### src/rtl/key_debounce8.sv
// Eight-channel key synchronizer/debouncer feeding an active-low priority encoder.
// Two-flop sync, shared tick prescaler, per-channel stability counters and strobes.
module key_debounce8 #(
   parameter int TICK_DIV = 50000,
   parameter int STABLE_N = 16
) (
   input  logic       Clk,
   input  logic       Rst_n,
   input  logic [7:0] KeyIn,
   output logic [7:0] KeyOut,
   output logic [7:0] KeyPress,
   output logic [7:0] KeyRelease
);

   localparam int DW = (TICK_DIV > 1) ? $clog2(TICK_DIV) : 1;
   localparam int CW = (STABLE_N > 1) ? $clog2(STABLE_N) : 1;
   localparam logic [DW-1:0] DIV_MAX = DW'(TICK_DIV - 1);
   localparam logic [CW-1:0] CNT_MAX = CW'(STABLE_N - 1);

   logic [7:0]         sync1_q, sync2_q;
   logic [DW-1:0]      div_q, div_d;
   logic [7:0][CW-1:0] cnt_q, cnt_d;
   logic [7:0]         key_q, key_d;
   logic [7:0]         press_q, press_d;
   logic [7:0]         rel_q, rel_d;
   logic               tick;

   assign tick = (div_q == DIV_MAX);

   always_comb begin
      div_d   = tick ? '0 : div_q + DW'(1);
      key_d   = key_q;
      press_d = '0;
      rel_d   = '0;
      cnt_d   = cnt_q;
      for (int i = 0; i < 8; i++) begin
         // A bounce back to the current level restarts qualification.
         if (sync2_q[i] == key_q[i]) begin
            cnt_d[i] = '0;
         end else if (tick) begin
            if (cnt_q[i] == CNT_MAX) begin
               key_d[i]   = sync2_q[i];
               cnt_d[i]   = '0;
               press_d[i] = ~sync2_q[i];
               rel_d[i]   = sync2_q[i];
            end else begin
               cnt_d[i] = cnt_q[i] + CW'(1);
            end
         end
      end
   end

   always_ff @(posedge Clk or negedge Rst_n) begin
      if (!Rst_n) begin
         sync1_q <= 8'hFF;
         sync2_q <= 8'hFF;
         div_q   <= '0;
         cnt_q   <= '0;
         key_q   <= 8'hFF;
         press_q <= 8'h00;
         rel_q   <= 8'h00;
      end else begin
         sync1_q <= KeyIn;
         sync2_q <= sync1_q;
         div_q   <= div_d;
         cnt_q   <= cnt_d;
         key_q   <= key_d;
         press_q <= press_d;
         rel_q   <= rel_d;
      end
   end

   assign KeyOut     = key_q;
   assign KeyPress   = press_q;
   assign KeyRelease = rel_q;

endmodule

### config.mk
export PLATFORM = sky130hd
export DESIGN_NAME = key_debounce8
export DESIGN_NICKNAME = d
export VERILOG_FILES = /design/src/rtl/key_debounce8.sv
export SDC_FILE = /design/constraint.sdc
export NUM_CORES = 1
export LEC_CHECK = 0
export CORE_MARGIN = 3
export CORE_UTILIZATION = 57
export DETAILED_ROUTE_END_ITERATION = 10
export HOLD_SLACK_MARGIN = 0.03
export PLACE_DENSITY = 0.8
export SYNTH_ARGS = -nofsm -noshare
export SYNTH_HDL_FRONTEND = slang
export SYNTH_SLANG_ARGS = --single-unit
### constraint.sdc
create_clock -name Clk -period 2.4 [get_ports Clk]
set_clock_uncertainty 0.15 [all_clocks]
set_input_delay 0.48 -clock Clk [delete_from_list [all_inputs] [get_ports Clk]]
set_output_delay 0.48 -clock Clk [all_outputs]
set_load 0.02 [all_outputs]
### After elaboration in Yosys (flattened, before gate mapping)

Index checks and enable logic that the tools add are counted.

| word-level totals | value |
|---|---|
| register bits | 88 |
| output and inout port bits | 24 |
| word-level logic and storage cells | 152 |
| bits of input ports | 10 |

| cells by class | value |
|---|---|
| bitwise logic cells | 16 |
| mux-type cells | 73 |
| equal/unequal tests | 17 |
| reduce and logical (&&, ||, !) cells | 16 |
| add/subtract/negate cells | 9 |

Operator list:

| cell | number |
|---|---|
| $mux W4 | 24 |
| $mux W1 | 48 |
| $add A4 B1 Y4 const B | 8 |
| $eq A4 B4 Y1 const B | 8 |
| $reduce_and A3 Y1 | 8 |
| $add A16 B1 Y16 const B | 1 |
| $eq A16 B16 Y1 const B | 1 |
| $mux W16 | 1 |
| $not A1 Y1 | 16 |
| $reduce_bool A2 Y1 | 8 |
| $eq A1 B1 Y1 | 8 |

### Longest topological paths before layout

| depth | value |
|---|---|
| word-level depth | 4 |
| mapped depth | 7 |
| depth with buffers taken out | 5 |

### Least setup slack after synthesis

Ideal clock, no wire load.

| path | value |
|---|---|
| path type | register -> register |
| start point | reg div_q[0] |
| end point | reg key_q[0] (netlist: KeyOut[0]) |
| buffers on the path | 0 |
| clock period less this slack | 1.841 ns |
| setup time | 0.082 ns |
| stages on the path, launching flop included | 6 |
| data required time | 2.168 ns |
| arrival | 1.608 ns |
| slack | 0.559 ns |
| cells stage by stage | dfrtp_1 ha_1 and3_1 nand4_2 or3_4 mux2_4 |

| on the way | value |
|---|---|
| cells in the longest elaborated chain, start to end | 2 |

RTL lines:

| what | RTL line | RTL |
|---|---|---|
| start, declared | 21 | `logic [DW-1:0] div_q, div_d;` |
| start signal, assigned | 65 | `div_q <= div_d;` |
| $eq A16 B16 Y1 | 28 | `assign tick = (div_q == DIV_MAX);` |
| $reduce_and A3 Y1 (no line) | -- |  |
| end signal, assigned | 67 | `key_q <= key_d;` |
| end, declared | 23 | `logic [7:0] key_q, key_d;` |

Every way passes these cells.
A chain may end at the register's enable or synchronous reset.

### Final worst setup path

| path | value |
|---|---|
| start point | reg key_q[0] (netlist: KeyOut[0]) |
| end point | out KeyOut[0] |

RTL lines:

| what | RTL line | RTL |
|---|---|---|
| end, declared | 10 | `output logic [7:0] KeyOut,` |

No word-level cell between the ends.

==> impl.org <==
** Power
- For this design the total switching power over the nets is roughly 0.57 mW.
- Total Power :: 2.70 mW
- VDD sags by at most approximately 0.52 mV.
- Total power divided by cell area :: 610 nW/um^2
- For this design the static power due to leakage is 1.82 nW.
- Power share of the clock group :: 0.415
- Flop pwr share :: 0.562
- Of the total power, the share spent switching nets is 0.211.
- Combinational group share of total power :: 0.023
- Internal :: ~2.1 mW

** Min path
- Path class of the lowest-slack min-delay path :: reg2reg
- Worst hold stages :: 0
- The startpoint identified for the worst hold timing path is sync1_q[7].
- The worst hold path terminates at sync2_q[7].

** Critical path
- Slowest cell delay on critical path :: just over 600 ps
- The signal on the critical path passes through clkdlybuf4s50_1.
- Cell count along the critical path :: 1
- Worst EP arrival :: around 1600 ps
- Type of the worst setup path :: reg2out
- The worst register-to-register path has a depth of 6.
- At the worst endpoint, the required time is 1770 ps.
- In this run the critical register-to-register path is captured at KeyOut[2].
- Internal reg-to-reg setup slack :: approximately 410 ps
- Critical Path Sink Type :: output port
- The worst setup path is launched from a flip-flop.
- The worst register-to-register path begins at div_q[0].
- The kind of cell with the highest combined delay along the critical path is buffers and inverters.
- Along the worst path, the maximum fanout reaches 5.
- Worst Path Buf+Inv :: 1
- The slowest stage of the critical path belongs to the cell sky130_fd_sc_hd__clkdlybuf4s50_1.

** Layout
- Most frequent standard cell in the layout excluding fill and tap cells :: sky130_fd_sc_hd__dfrtp_1
- The number of antenna diodes in the final layout is 0.
- Layout Utilization :: 0.721
- Ratio of cells with drive above 1 in the final layout :: 0.168
- Area added between synthesis and finish :: 18.3%
- FF/Latch Area :: 2230 um^2
- In the final layout, the multi-input gates occupy 1420 um^2.
- Layout Cells excl Fill :: 450
- Post-layout net count :: between 300 and 400
- Finished layout cell area :: roughly 4400 um^2
- Leading cell types in the layout, fill and taps excluded :: sky130_fd_sc_hd__dfrtp_1, sky130_fd_sc_hd__nand2_1, sky130_fd_sc_hd__a21oi_1
- Fill cells in the final layout number roughly 420.

** Flow run
- Maxcap violations :: 0

** CTS
- TritonCTS built the clock tree.
- Buffer depth of the longest clock path :: 2
- Counting the buffers created by CTS gives 9.
- CTS built an H-tree with a depth of 3.
- CTS placed an instance of sky130_fd_sc_hd__clkbuf_8 at the clock tree root.
- Clock transition at the registers of the reported paths :: 90 ps
- Clock latency on the worst-skew pair, taken at its later pin, is about 350 ps.
- Clk sink count :: 88

** Floorplan
- Num ports :: 34
- Initial Utilization :: 0.610
- The region available for standard cell placement spans 6130 um^2.
- The floorplan step set the die height to between 80 and 90 um.
- Std cell rows :: 28
- The die covers roughly 7600 um^2.
- The die is about 87 um wide.

** Placed design
- Dpl cell area :: around 4200 um^2
- At the placement stage, the worst setup path has a slack of between 400 and 500 ps.
- Once detailed placement completed, the half-perimeter wirelength came to about 4.2 mm.
- Number of I/O port buffers :: 33
- Once placement completed, the tool counted placed cells totaling ~430.
- Routability-driven placement congestion ratio :: around 0.84

** GRT
- The initial antenna violation count is 0.
- GRT Residual Overflow :: 0
- Overall track demand over capacity in global routing :: 0.192
- The number of global-route vias before repair came to about 2600.
- Global-route wire length before repair :: roughly 11 mm
- Entering global routing, the biggest net connects 44 pins.

** Detailed routing
- After the first detailed-routing iteration, the DRC count stood at around 120.
- Routed wire per std cell :: 14.0 um
- DRC violation count after routing :: 0
- Final WL :: between 6 and 7 mm
- Once detail routing completed, the nets flagged for antenna violations numbered 0.
- DR pass1 iterations :: 4
- Post-detailed-route via-to-cell ratio :: 5.71
- Total number of vias :: 2568

** Timing
- Number of pins exceeding their max-slew limit in the final report :: 0
- Setup repair after global routing left no endpoint under its margin.
- Across all setup checks in the final design, the least slack found is 213 ps.
- Total Negative Setup Slacks :: 0 ps
- Period minus WS final :: roughly 2200 ps
- Setup violations remaining at the end of the flow were counted as 0.
- The count of endpoints failing hold in the final timing report is 0.
- For the pin with the worst max-slew slack, the measured transition is 522 ps.
- Upper clock frequency limit :: between 400 and 500 MHz
- Measured against its own limit, the worst slew margin works out to 0.652.
- Post-route clock period utilization :: 0.911
- Minimum hold slack :: approximately 210 ps

** Yosys
- In the synthesized netlist, the number of instances is roughly 330.
- Number of synthesized register bits :: 88
- Average cell area after synthesis :: ~11 um^2
- Net count after synthesis :: 346
- The synthesized netlist occupies a cell area of around 3700 um^2.
- Synth Warn # :: 0
- After synthesis, the netlist uses 33 different library cells.
- Share of synthesized area occupied by flip-flops and latches :: 0.597

** Outcome
- Status :: completed
[kinds of logic after synthesis]
family                     count (synthesis)  synth area share
AOI/OAI and AO/OA                         67            0.0944
xor gates and xnor gates                  18            0.0422
adders and majority gates                  9            0.0301
buffers and inverters                     18            0.0218
DFF                                       88             0.597
muxes                                     10            0.0308
and+or+nand+nor                          117             0.183
[routing by layer]
| layer | global-route usage | vias to the layer above | part of all wire |
|---|---|---|---|
| met4 | 0.0496 | 0 | 0.0092 |
| met1 | 0.242 | 1267 | 0.45 |
| met3 | 0.0672 | 6 | 0.040 |
| li1 | - | 1250 | - |
| met5 | 0 | - | 0 |
| met2 | 0.315 | 45 | 0.51 |
[area by class of cell]
type | instances | area share
clock inverter | 7 | 0.0232
multi-input combinational | 221 | 0.322
timing repair buffer | 40 | 0.0922
tap | 75 | 0.0212
inverter | 10 | 0.00849
clock buffer | 9 | 0.0280
sequential | 88 | 0.505
[power groups by stage]
stage | clock network (mW) | logic [mW] | registers (mW)
after floorplan | 0 | 0.0118 | 1.54
after global placement | 0 | 0.0623 | 1.54
after detailed placement | 0 | 0.0628 | 1.54
after CTS | 1.16 | 0.0641 | 1.52
after global routing | 1.24 | 0.0704 | 1.52
final | 1.12 | 0.0609 | 1.52
[worst max-delay path by stage]
stage,from,endpoint,slack [ps]
finish,KeyOut[0],KeyOut[0],210
global placement,div_q[0],KeyOut[3],480
floorplan,div_q[0],KeyOut[0],560
detailed placement,div_q[0],cnt_q[26],410
CTS,KeyOut[0],KeyOut[0],180
global route,KeyOut[0],KeyOut[0],140
[state kept, by name, indices dropped and copies added, names as in the netlist]
register    count
KeyOut          8
KeyPress        8
KeyRelease      8
cnt_q          32
div_q          16
sync1_q         8
sync2_q         8
[repair_timing]
item / in CTS / in global routing
resized for setup: 0 / 0
hold buffers: 1 / 0
hold endpoints to repair: 31 / 0
buffers inserted: 0 / 0
endpoints found under the setup margin: 0 / 0
[Yosys cell counts (all sizes together)]
cell / count / area share
clkbuf: 2 / 0.0020
nand4b: 7 / 0.016
and4bb: 2 / 0.0067
inv: 10 / 0.010
nor4: 2 / 0.0033
dfstp: 24 / 0.17
nor4b: 1 / 0.0064
nand2: 37 / 0.037
xnor2: 11 / 0.026
nand3: 5 / 0.0067
a21oi: 34 / 0.046
mux2i: 1 / 0.0027
and4: 1 / 0.0030
nor2: 11 / 0.011
and2: 8 / 0.013
o21ai: 23 / 0.031
xor2: 7 / 0.016
mux2: 9 / 0.028
buf: 6 / 0.0097
dfrtp: 64 / 0.43
ha: 9 / 0.030
nor3b: 16 / 0.032
a41oi: 1 / 0.0023
nand4: 13 / 0.023
a31o: 1 / 0.0023
or3: 10 / 0.018
nor3: 3 / 0.0040
a31oi: 8 / 0.013
and3: 1 / 0.0017
(Power assumes the default switching activity.)
